[src/rtl/serial_addsub_if.sv]
// Handshake/operand bundle for serial_addsub.
// Zero exists only when SERIAL_ADDSUB_ZERO_FLAG_EN is defined.
interface serial_addsub_if #(
   parameter int WIDTH = 8
);
   logic             start;
   logic             sub;
   logic [WIDTH-1:0] A;
   logic [WIDTH-1:0] B;
   logic             Cin;
   logic             busy;
   logic             done;
   logic [WIDTH-1:0] Sum;
   logic             Cout;
   logic             Ovf;
`ifdef SERIAL_ADDSUB_ZERO_FLAG_EN
   logic             Zero;

   modport master (output start, sub, A, B, Cin,
                   input  busy, done, Sum, Cout, Ovf, Zero);
   modport slave  (input  start, sub, A, B, Cin,
                   output busy, done, Sum, Cout, Ovf, Zero);
`else
   modport master (output start, sub, A, B, Cin,
                   input  busy, done, Sum, Cout, Ovf);
   modport slave  (input  start, sub, A, B, Cin,
                   output busy, done, Sum, Cout, Ovf);
`endif
endinterface

[src/rtl/serial_addsub.sv]
// Bit-serial adder/subtractor: one full-adder cell iterated over WIDTH cycles.
// Optional serially accumulated Zero flag when SERIAL_ADDSUB_ZERO_FLAG_EN is defined.
module serial_addsub #(
   parameter int WIDTH = 8
) (
   input  logic           clk,
   input  logic           rst_n,
   serial_addsub_if.slave bus
);
   localparam int CW = $clog2(WIDTH);

   typedef enum logic {IDLE = 1'b0, CALC = 1'b1} state_t;

   function automatic logic [1:0] full_add(input logic x, input logic y, input logic c);
      return {(x & y) | (x & c) | (y & c), x ^ y ^ c};
   endfunction

   state_t           state_r;
   state_t           state_nxt_s;
   logic [WIDTH-1:0] a_r;
   logic [WIDTH-1:0] b_r;
   logic [WIDTH-1:0] res_r;
   logic [WIDTH-1:0] sum_r;
   logic [CW-1:0]    cnt_r;
   logic             carry_r;
   logic             busy_r;
   logic             done_r;
   logic             cout_r;
   logic             ovf_r;
   logic             load_s;
   logic             step_s;
   logic             finish_s;
   logic             last_s;
   logic [1:0]       fa_s;

   assign last_s = (cnt_r == CW'(WIDTH - 1));
   assign fa_s   = full_add(a_r[0], b_r[0], carry_r);

   // State register
   always_ff @(posedge clk or negedge rst_n) begin
      if (!rst_n) begin
         state_r <= IDLE;
      end else begin
         state_r <= state_nxt_s;
      end
   end

   // Next-state logic
   always_comb begin
      state_nxt_s = state_r;
      case (state_r)
         IDLE: begin
            if (bus.start) state_nxt_s = CALC;
            else           state_nxt_s = IDLE;
         end
         CALC: begin
            if (last_s) state_nxt_s = IDLE;
            else        state_nxt_s = CALC;
         end
         default: state_nxt_s = IDLE;
      endcase
   end

   // Datapath control strobes
   always_comb begin
      load_s   = 1'b0;
      step_s   = 1'b0;
      finish_s = 1'b0;
      case (state_r)
         IDLE: begin
            load_s = bus.start;
         end
         CALC: begin
            step_s   = 1'b1;
            finish_s = last_s;
         end
         default: begin
            load_s   = 1'b0;
            step_s   = 1'b0;
            finish_s = 1'b0;
         end
      endcase
   end

   // Operand shift registers, carry, counter and partial result
   always_ff @(posedge clk or negedge rst_n) begin
      if (!rst_n) begin
         a_r     <= {WIDTH{1'b0}};
         b_r     <= {WIDTH{1'b0}};
         res_r   <= {WIDTH{1'b0}};
         carry_r <= 1'b0;
         cnt_r   <= {CW{1'b0}};
      end else if (load_s) begin
         // Subtract is A + ~B + 1, so the inversion and the +1 are folded in here.
         a_r     <= bus.A;
         b_r     <= bus.sub ? ~bus.B : bus.B;
         carry_r <= bus.sub ? 1'b1 : bus.Cin;
         res_r   <= {WIDTH{1'b0}};
         cnt_r   <= {CW{1'b0}};
      end else if (step_s) begin
         a_r     <= {1'b0, a_r[WIDTH-1:1]};
         b_r     <= {1'b0, b_r[WIDTH-1:1]};
         res_r   <= {fa_s[0], res_r[WIDTH-1:1]};
         carry_r <= fa_s[1];
         cnt_r   <= cnt_r + CW'(1'b1);
      end
   end

   // Handshake flags and visible results, touched only on load/completion
   always_ff @(posedge clk or negedge rst_n) begin
      if (!rst_n) begin
         busy_r <= 1'b0;
         done_r <= 1'b0;
         sum_r  <= {WIDTH{1'b0}};
         cout_r <= 1'b0;
         ovf_r  <= 1'b0;
      end else begin
         done_r <= finish_s;
         if (load_s) begin
            busy_r <= 1'b1;
         end else if (finish_s) begin
            busy_r <= 1'b0;
            sum_r  <= {fa_s[0], res_r[WIDTH-1:1]};
            cout_r <= fa_s[1];
            ovf_r  <= carry_r ^ fa_s[1];
         end
      end
   end

   assign bus.busy = busy_r;
   assign bus.done = done_r;
   assign bus.Sum  = sum_r;
   assign bus.Cout = cout_r;
   assign bus.Ovf  = ovf_r;

`ifdef SERIAL_ADDSUB_ZERO_FLAG_EN
   logic zacc_r;
   logic zero_r;

   // OR-accumulate of emitted sum bits; Zero latched on completion
   always_ff @(posedge clk or negedge rst_n) begin
      if (!rst_n) begin
         zacc_r <= 1'b0;
         zero_r <= 1'b0;
      end else if (load_s) begin
         zacc_r <= 1'b0;
      end else if (step_s) begin
         zacc_r <= zacc_r | fa_s[0];
         if (finish_s) begin
            zero_r <= ~(zacc_r | fa_s[0]);
         end
      end
   end

   assign bus.Zero = zero_r;
`endif
endmodule

[src/flat_wrapper.sv]
// flat-port wrapper written by rule: the top's interface ports become plain ports
module serial_addsub_flat 
#(
   parameter int WIDTH = 8
)
  (clk, rst_n, bus_start, bus_sub, bus_A, bus_B, bus_Cin, bus_busy, bus_done, bus_Sum, bus_Cout, bus_Ovf);
  serial_addsub_if #(.WIDTH(WIDTH)) bus_i ();
  input  logic clk;
  input  logic rst_n;
  input wire logic [$bits(bus_i.start)-1:0] bus_start;
  input wire logic [$bits(bus_i.sub)-1:0] bus_sub;
  input wire logic [$bits(bus_i.A)-1:0] bus_A;
  input wire logic [$bits(bus_i.B)-1:0] bus_B;
  input wire logic [$bits(bus_i.Cin)-1:0] bus_Cin;
  output wire logic [$bits(bus_i.busy)-1:0] bus_busy;
  output wire logic [$bits(bus_i.done)-1:0] bus_done;
  output wire logic [$bits(bus_i.Sum)-1:0] bus_Sum;
  output wire logic [$bits(bus_i.Cout)-1:0] bus_Cout;
  output wire logic [$bits(bus_i.Ovf)-1:0] bus_Ovf;
  assign bus_i.start = bus_start;
  assign bus_i.sub = bus_sub;
  assign bus_i.A = bus_A;
  assign bus_i.B = bus_B;
  assign bus_i.Cin = bus_Cin;
  assign bus_busy = bus_i.busy;
  assign bus_done = bus_i.done;
  assign bus_Sum = bus_i.Sum;
  assign bus_Cout = bus_i.Cout;
  assign bus_Ovf = bus_i.Ovf;
  serial_addsub #(.WIDTH(WIDTH)) u_core (.clk(clk), .rst_n(rst_n), .bus(bus_i));
endmodule
[config.mk]
export PLATFORM = sky130hd
export DESIGN_NAME = serial_addsub_flat
export DESIGN_NICKNAME = d
export VERILOG_FILES = /design/src/rtl/serial_addsub_if.sv /design/src/rtl/serial_addsub.sv /design/src/flat_wrapper.sv
export SDC_FILE = /design/constraint.sdc
export NUM_CORES = 1
export LEC_CHECK = 0
export ABC_AREA = 1
export BUFFER_PORTS_ARGS = -buffer_cell sky130_fd_sc_hd__buf_2
export CAP_MARGIN = 0
export CELL_PAD_IN_SITES_DETAIL_PLACEMENT = 1
export CELL_PAD_IN_SITES_GLOBAL_PLACEMENT = 2
export CORE_ASPECT_RATIO = 0.5
export CORE_UTILIZATION = 36
export CTS_BUF_LIST = sky130_fd_sc_hd__clkbuf_8
export DETAILED_ROUTE_END_ITERATION = 10
export PLACE_DENSITY_LB_ADDON = 0.1
export SLEW_MARGIN = 10
export SYNTH_ARGS = -nofsm -noshare
export SYNTH_HDL_FRONTEND = slang
export SYNTH_SLANG_ARGS = --single-unit
[constraint.sdc]
create_clock -name clk -period 4.6 [get_ports clk]
set_clock_uncertainty 0.2 [all_clocks]
set_input_delay 0.69 -clock clk [delete_from_list [all_inputs] [get_ports clk]]
set_output_delay 0.69 -clock clk [all_outputs]
set_load 0.1 [all_outputs]
==> flow_summary.yaml, run 1 <==
detailed_routing:
  vias: 1447
  detail_route.first_pass.iterations: 4
  routed-wl-met3_um: 152
  wl_per_cell_um: 11.8
  wl_met2_um: 1770
  initialDrtViolationCount: 35
  ratio_of_routed_vias_to_standard_cells: 4.62
  m1WireLength_um: 1750
  top_layer_used: "met4"
  detailed_route_wire_length_um: 3710
  drt_drc_violations_left: 0
  route.antenna.remaining_nets: 0
sta:
  final_min_period_over_clock_period_pct: 45.4
  maxSlewHeadroom_pct: 41.3
  total_setup_violations_reported_at_the_end_of_the_flow: 0
  finalHoldViolCount: 0
  rsz0062_at_grt: "no"
  fin_tns_setup_ns: 0
  final-max-slew-violation-count: 0
  finalWorstSetupSlack_ns: 2.51
  fmax_mhz: 479
  period_minus_slack_ns: 2.09
  tightest_slew_ns: 0.880
synth:
  synth.ff_latch_count: 40
  synth-main-ff-cell: "sky130_fd_sc_hd__dfrtp_1"
  mappedNetlistArea_um2: 1820
  synth_top_area_cell: "sky130_fd_sc_hd__dfrtp_1"
  post_synth_inst_count: 215
  yosysSeqAreaShare_pct: 55.1
  synth-edff-count: 0
  yosysMostFrequentCell: "sky130_fd_sc_hd__nand2_1"
  post-synth-top-area-fraction_pct: 55.1
  ys_async_sr_fraction_pct: 100
  syn_avg_cell_area_um2: 8.44
  synth_top_cells_by_count: "94 x sky130_fd_sc_hd__nand2_1, 40 x sky130_fd_sc_hd__dfrtp_1, 28 x sky130_fd_sc_hd__inv_1"
  synth.distinct_cells: 17
  postSynthNetCount: 239
  yosysWarnings: 0
  synth_top_cells_by_area: "sky130_fd_sc_hd__dfrtp_1 55%, sky130_fd_sc_hd__nand2_1 19%, sky130_fd_sc_hd__inv_1 5.8%"
floorplanning:
  core_area_um2: 4620
  die_area_um2: 5350
  dieHeight_um: 52.2
  number_of_placement_rows: 17
  die_w_um: 102
  start_util_pct: 39.3
  io_count: 33
critical_path:
  cp.required_ns: 4.63
  startpoint_type: "flip-flop"
  timing.critical_path.mode_cell: "sky130_fd_sc_hd__nand2_1"
  worst_path_largest_cell_delay_ns: 0.86
  critical_path.cell_chain: "nand2_1 > inv_1 > nand2_1 > nand2_1"
  crit_path_top_delay_cell: "sky130_fd_sc_hd__dfrtp_1"
  worstSetupEndpointType: "flip-flop"
  worstPathMaxFanout: 21
  critPathArrivalTime_ns: 2.12
  criticalPathCategory: "reg2reg"
placed_design:
  dpl-instance-area_um2: 1990
  placement.io_buffers: 32
  pre_cts_ws_ns: 2.50
  dp_hpwl_um: 2570
  gpl.final_weighted_congestion: 0.683
power:
  seqPwrFrac_pct: 37.4
  clockPowerShare_pct: 19.0
  p_sw_share_pct: 48.1
  peak_ir_drop_on_the_vdd_network_uv: 312
  power_switching_w: 0.000764
  p_comb_share_pct: 43.6
  power.leakage_nw: 1.20
  cell_internal_pwr_w: 0.000825
  design_power_total_w: 0.00159
  power-per-cell-area_nw_per_um2: 751
clock_tree:
  cts_hold_repair.buffers: 0
  post-cts-setup-buffer-count: 0
  clkSlewWorstSetupHoldPaths_ns: 0.08
  cts_resized: 0
  tritoncts: "yes"
  htreeDepth: 2
  clock_sink_count: 40
  max-clock-path-buffers: 2
  cts-root-buf: "sky130_fd_sc_hd__clkbuf_8"
  numCtsBuffers: 5
  clock_latency_of_the_later_clocked_register_in_the_worst_skew_pair_ns: 0.29
global_route:
  grt_antenna_before_repair: 0
  number_of_global_route_vias_before_repair: 1459
  grt_use_total_pct: 16.5
  globalRoute.totalOverflow: 0
  grt_max_degree: 41
  global_route_wire_length_before_repair_um: 6550
run_status:
  result_of_the_run: "finished, final reports clean"
layout:
  fin_area_um2: 2120
  final_layout_size_suffix_gt1_share_pct: 19.8
  layout.filler_cells: 591
  area_delta_synth_final_pct: 16.5
  nets: 270
  area_occupied_by_multi_input_gates_um2: 638
  insertedDiodeCount: 0
  finish.utilization_pct: 45.8
  area.sequential_um2: 1000
job:
  number_of_max_cap_violations: 0
hold_path:
  hold_path_class: "reg2reg"
[registers in the layout, indices dropped and copies added, names as in the netlist, 3 cells and up]
signal          count
u_core.a_r          8
u_core.b_r          8
u_core.bus.Sum      8
u_core.res_r        7
u_core.cnt_r        3
[critical path, delay by kind of cell (launching register included)]
family,cells,cell delay (ns)
flip-flops,1,0.86
AND/OR/NAND/NOR,3,0.71
buffers and inverters,1,0.26
[path summary, 6_finish.rpt]
check	to	start	slack, ns	depth (start not counted)
hold reg to reg	u_core.cnt_r[1]	u_core.cnt_r[1]	0.28	2
setup reg to reg	u_core.bus.Ovf	u_core.state_r	2.51	4
min in group asynchronous	u_core.bus.Sum[6]	rst_n	0.31	1
hold / removal	u_core.cnt_r[1]	u_core.cnt_r[1]	0.28	2
max in group asynchronous	u_core.b_r[5]	rst_n	3.33	1
setup / recovery	u_core.bus.Ovf	u_core.state_r	2.51	4
[cells by family (layout without fill, tap and decap cells)]
logic type / after synthesis / after routing / synth area share [%]
fa+ha+maj: 3 / 3 / 2.48
buf+inv: 38 / 70 / 9.72
simple gates: 110 / 110 / 24.3
flops: 40 / 40 / 55.1
compound gates: 24 / 24 / 8.34
[final cells by class]
class                   count  area share, %
flip-flops and latches     40           47.3
clock buffers               6           3.90
multi-input cells         137           30.2
inverters                  30           5.32
repair buffers             32           7.57
clock inverters             2           1.83
well taps                  66           3.90
[power groups by stage]
stage | combinational [W] | sequential, W | clock, W
finish | 0.000692 | 0.000594 | 0.000302
global placement | 0.000679 | 0.000597 | 0
floorplan | 0.000298 | 0.000877 | 0
CTS | 0.000704 | 0.000597 | 0.000316
global route | 0.000763 | 0.000617 | 0.000326
detailed placement | 0.000700 | 0.000603 | 0
[layout by cell type (no fill, tap or decap), drive strengths merged]
master	instances
a21oi	7
nor2	5
ha	2
buf	32
clkinv	2
nand2	94
nand3	11
bufinv	1
clkbuf	6
o22ai	7
dfrtp	40
inv	29
o21ai	10
fa	1
[stage by stage]
| stage | cells | hold slack [ns] |
|---|---|---|
| 6_report | 313 | 0.280 |
| 5_1_grt | 313 | 0.307 |
| 4_1_cts | 313 | 0.288 |
| 3_5_place_dp | 305 | 0.268 |
| 3_3_place_gp | 305 | 0.260 |
| 2_1_floorplan | 215 | 0.194 |
[metal layers]
layer / track usage [%] / vias to the layer above
met1: 19.6 / 699
met5: 0 / -
met4: 4.29 / 0
met3: 4.93 / 5
met2: 29.3 / 24
li1: - / 719
Power figures use the tool's default switching activity.
==> inputs of run 2 (changes only) <==
--- a/config.mk
+++ b/config.mk
@@ -5,13 +5,13 @@
 export SDC_FILE = /design/constraint.sdc
 export NUM_CORES = 1
 export LEC_CHECK = 0
-export ABC_AREA = 1
+export ABC_AREA = 0
 export BUFFER_PORTS_ARGS = -buffer_cell sky130_fd_sc_hd__buf_2
 export CAP_MARGIN = 0
 export CELL_PAD_IN_SITES_DETAIL_PLACEMENT = 1
 export CELL_PAD_IN_SITES_GLOBAL_PLACEMENT = 2
 export CORE_ASPECT_RATIO = 0.5
-export CORE_UTILIZATION = 36
+export CORE_UTILIZATION = 37
 export CTS_BUF_LIST = sky130_fd_sc_hd__clkbuf_8
 export DETAILED_ROUTE_END_ITERATION = 10
 export PLACE_DENSITY_LB_ADDON = 0.1
==> constraint.sdc (replaced) <==
create_clock -name clk -period 2 [get_ports clk]
set_clock_uncertainty 0.2 [all_clocks]
set_input_delay 0.3 -clock clk [delete_from_list [all_inputs] [get_ports clk]]
set_output_delay 0.3 -clock clk [all_outputs]
set_load 0.1 [all_outputs]
==> flow_summary.yaml, run 2 <==
run_status:
  result_of_the_run: "finished, final reports clean"
synth:
  postSynthNetCount: 178
  synth.ff_latch_count: 40
  synth.distinct_cells: 24
  post_synth_inst_count: 154
  synth-edff-count: 0
  synth-main-ff-cell: "sky130_fd_sc_hd__dfrtp_1"
  synth_top_cells_by_count: "40 x sky130_fd_sc_hd__dfrtp_1, 22 x sky130_fd_sc_hd__nand2_1, 14 x sky130_fd_sc_hd__o21ai_0"
  mappedNetlistArea_um2: 1820
  ys_async_sr_fraction_pct: 100
  yosysSeqAreaShare_pct: 54.9
  synth_top_area_cell: "sky130_fd_sc_hd__dfrtp_1"
  yosysWarnings: 0
  synth_top_cells_by_area: "sky130_fd_sc_hd__dfrtp_1 55%, sky130_fd_sc_hd__mux2_4 7.4%, sky130_fd_sc_hd__nand2_1 4.5%"
  post-synth-top-area-fraction_pct: 54.9
  syn_avg_cell_area_um2: 11.8
  yosysMostFrequentCell: "sky130_fd_sc_hd__dfrtp_1"
critical_path:
  startpoint_type: "flip-flop"
  criticalPathCategory: "reg2reg"
  timing.critical_path.mode_cell: "sky130_fd_sc_hd__ha_1"
  worstSetupEndpointType: "flip-flop"
  worstPathMaxFanout: 8
  r2r-start: "u_core.cnt_r[0]"
  crit_path_top_delay_cell: "sky130_fd_sc_hd__dfrtp_1"
  setup.reg_to_reg.worst_slack_ns: 0.28
  worst_setup_path_startpoint: "u_core.cnt_r[0]"
  worst_path_largest_cell_delay_ns: 0.39
  critical_path.cell_chain: "ha_1 > ha_1 > nand2_1 > buf_4 > mux2_2"
  timing.reg2reg.worst_path_depth: 5
  cp.required_ns: 1.97
  worst_r2r_endpoint: "u_core.bus.Sum[3]"
  critPathArrivalTime_ns: 1.69
  timing_endpoint_of_the_critical_path: "u_core.bus.Sum[3]"
sta:
  final-max-slew-violation-count: 0
  maxSlewHeadroom_pct: 67.8
  total_setup_violations_reported_at_the_end_of_the_flow: 0
  final_min_period_over_clock_period_pct: 86.1
  fin_tns_setup_ns: 0
  fmax_mhz: 581
  rsz0062_at_grt: "no"
  finalHoldViolCount: 0
  period_minus_slack_ns: 1.72
  tightest_slew_ns: 0.486
floorplanning:
  die_area_um2: 5230
  die_w_um: 101
  start_util_pct: 39.9
  number_of_placement_rows: 17
  core_area_um2: 4570
  io_count: 33
  dieHeight_um: 51.7
clock_tree:
  clock_sink_count: 40
  cts-root-buf: "sky130_fd_sc_hd__clkbuf_8"
  tritoncts: "yes"
  clkSlewWorstSetupHoldPaths_ns: 0.07
  numCtsBuffers: 5
  htreeDepth: 2
  max-clock-path-buffers: 2
  clock_latency_of_the_later_clocked_register_in_the_worst_skew_pair_ns: 0.28
layout:
  insertedDiodeCount: 0
  nets: 212
  mostFrequentLayoutCells: "40 x sky130_fd_sc_hd__dfrtp_1, 32 x sky130_fd_sc_hd__buf_2, 22 x sky130_fd_sc_hd__nand2_1, 14 x sky130_fd_sc_hd__o21ai_0, 9 x sky130_fd_sc_hd__mux2_4"
  area_delta_synth_final_pct: 18.6
  final_layout_size_suffix_gt1_share_pct: 30.7
  fin_area_um2: 2160
  mostFrequentLayoutCell: "sky130_fd_sc_hd__dfrtp_1"
detailed_routing:
  vias: 1227
  route.antenna.remaining_nets: 0
  drt_drc_violations_left: 0
  initialDrtViolationCount: 23
  ratio_of_routed_vias_to_standard_cells: 4.81
  detail_route.first_pass.iterations: 4
  detailed_route_wire_length_um: 3400
  wl_per_cell_um: 13.3
placed_design:
  dpl-instance-area_um2: 2060
  placement.io_buffers: 32
  dp_hpwl_um: 2370
  gpl.final_weighted_congestion: 0.654
hold_path:
  hold_path_class: "in2reg"
global_route:
  global_route_wire_length_before_repair_um: 6140
  grt_use_total_pct: 15.8
  globalRoute.totalOverflow: 0
  number_of_global_route_vias_before_repair: 1252
  grt_antenna_before_repair: 0
  grt_max_degree: 53
power:
  power-per-cell-area_nw_per_um2: 1710
  power.leakage_nw: 1.06
  peak_ir_drop_on_the_vdd_network_uv: 681
job:
  number_of_max_cap_violations: 0
## run 2: metal layers
| layer | vias to the layer above | track usage [%] | routed length (um) |
|---|---|---|---|
| met5 | - | 0 | 0 |
| met4 | 0 | 3.62 | 8 |
| met3 | 2 | 5.65 | 148 |
| met2 | 31 | 24.0 | 1520 |
| met1 | 602 | 21.5 | 1730 |
| li1 | 592 | - | - |
## run 2: final cells by class
cell class | count | area (um2)
tap | 66 | 82.6
inverter | 3 | 11.3
sequential | 40 | 1000
multi-input combinational | 100 | 746
fill | 517 | 2410
clock buffer | 6 | 82.6
timing repair buffer | 38 | 233
clock inverter | 2 | 7.51
## run 2: worst min path at each step
stage / from / depth (start not counted) / endpoint
after detailed placement: rst_n / 1 / u_core.bus.Sum[1]
after CTS: bus_A[7] / 3 / u_core.a_r[7]
after global placement: rst_n / 1 / u_core.bus.Sum[1]
after floorplan: rst_n / 0 / u_core.a_r[0]
after global routing: bus_A[7] / 3 / u_core.a_r[7]
final: bus_A[7] / 3 / u_core.a_r[7]
## run 2: repair_timing
| item | in CTS | in global routing |
|---|---|---|
| setup endpoints to repair | 0 | 0 |
| resized for setup | 0 | 0 |
| hold buffers | 1 | 0 |
| hold endpoints to repair | 18 | 0 |
| setup buffers | 0 | 0 |
## run 2: worst max-delay path: cells and delay by family, from the launching register on
| kind | cells | cell delay (ns) |
|---|---|---|
| muxes | 1 | 0.34 |
| and+or+nand+nor | 1 | 0.08 |
| DFF | 1 | 0.39 |
| adders and majority gates | 2 | 0.40 |
| buffers and inverters | 1 | 0.19 |
## run 2: stage by stage
step           hold slack, ns  worst slack (ns)  util (%)  std cells  total power (W)
5_1_grt                0.0862             0.214      47.3        255          0.00397
2_1_floorplan          -0.196             0.379         -        154          0.00284
3_3_place_gp           0.0851             0.308      45.1        246          0.00315
4_1_cts                0.0741             0.267      47.3        255          0.00375
6_report               0.0808             0.277      47.3        255          0.00370
3_5_place_dp           0.0777             0.287      45.1        246          0.00319
## run 2: power by group
group,total [W],leakage (nW),switching [W],internal (W)
Clock,0.000534,0.0538,0.000263,0.000271
Sequential,0.00137,0.505,0.000209,0.00116
Combinational,0.00179,0.497,0.00124,0.000554
Total,0.00370,1.06,0.00171,0.00198
## run 2: logic make-up (layout without fill, tap and decap cells)
kind of cell,Yosys count,count (layout),share of synthesized area [%]
AO/OA/AOI/OAI,27,27,9.33
XOR/XNOR,9,9,4.32
adder cells (fa/ha/maj),3,3,2.47
buffers and inverters,14,49,4.25
flip-flops,40,40,54.9
multiplexers,19,19,13.0
AND/OR/NAND/NOR,42,42,11.7
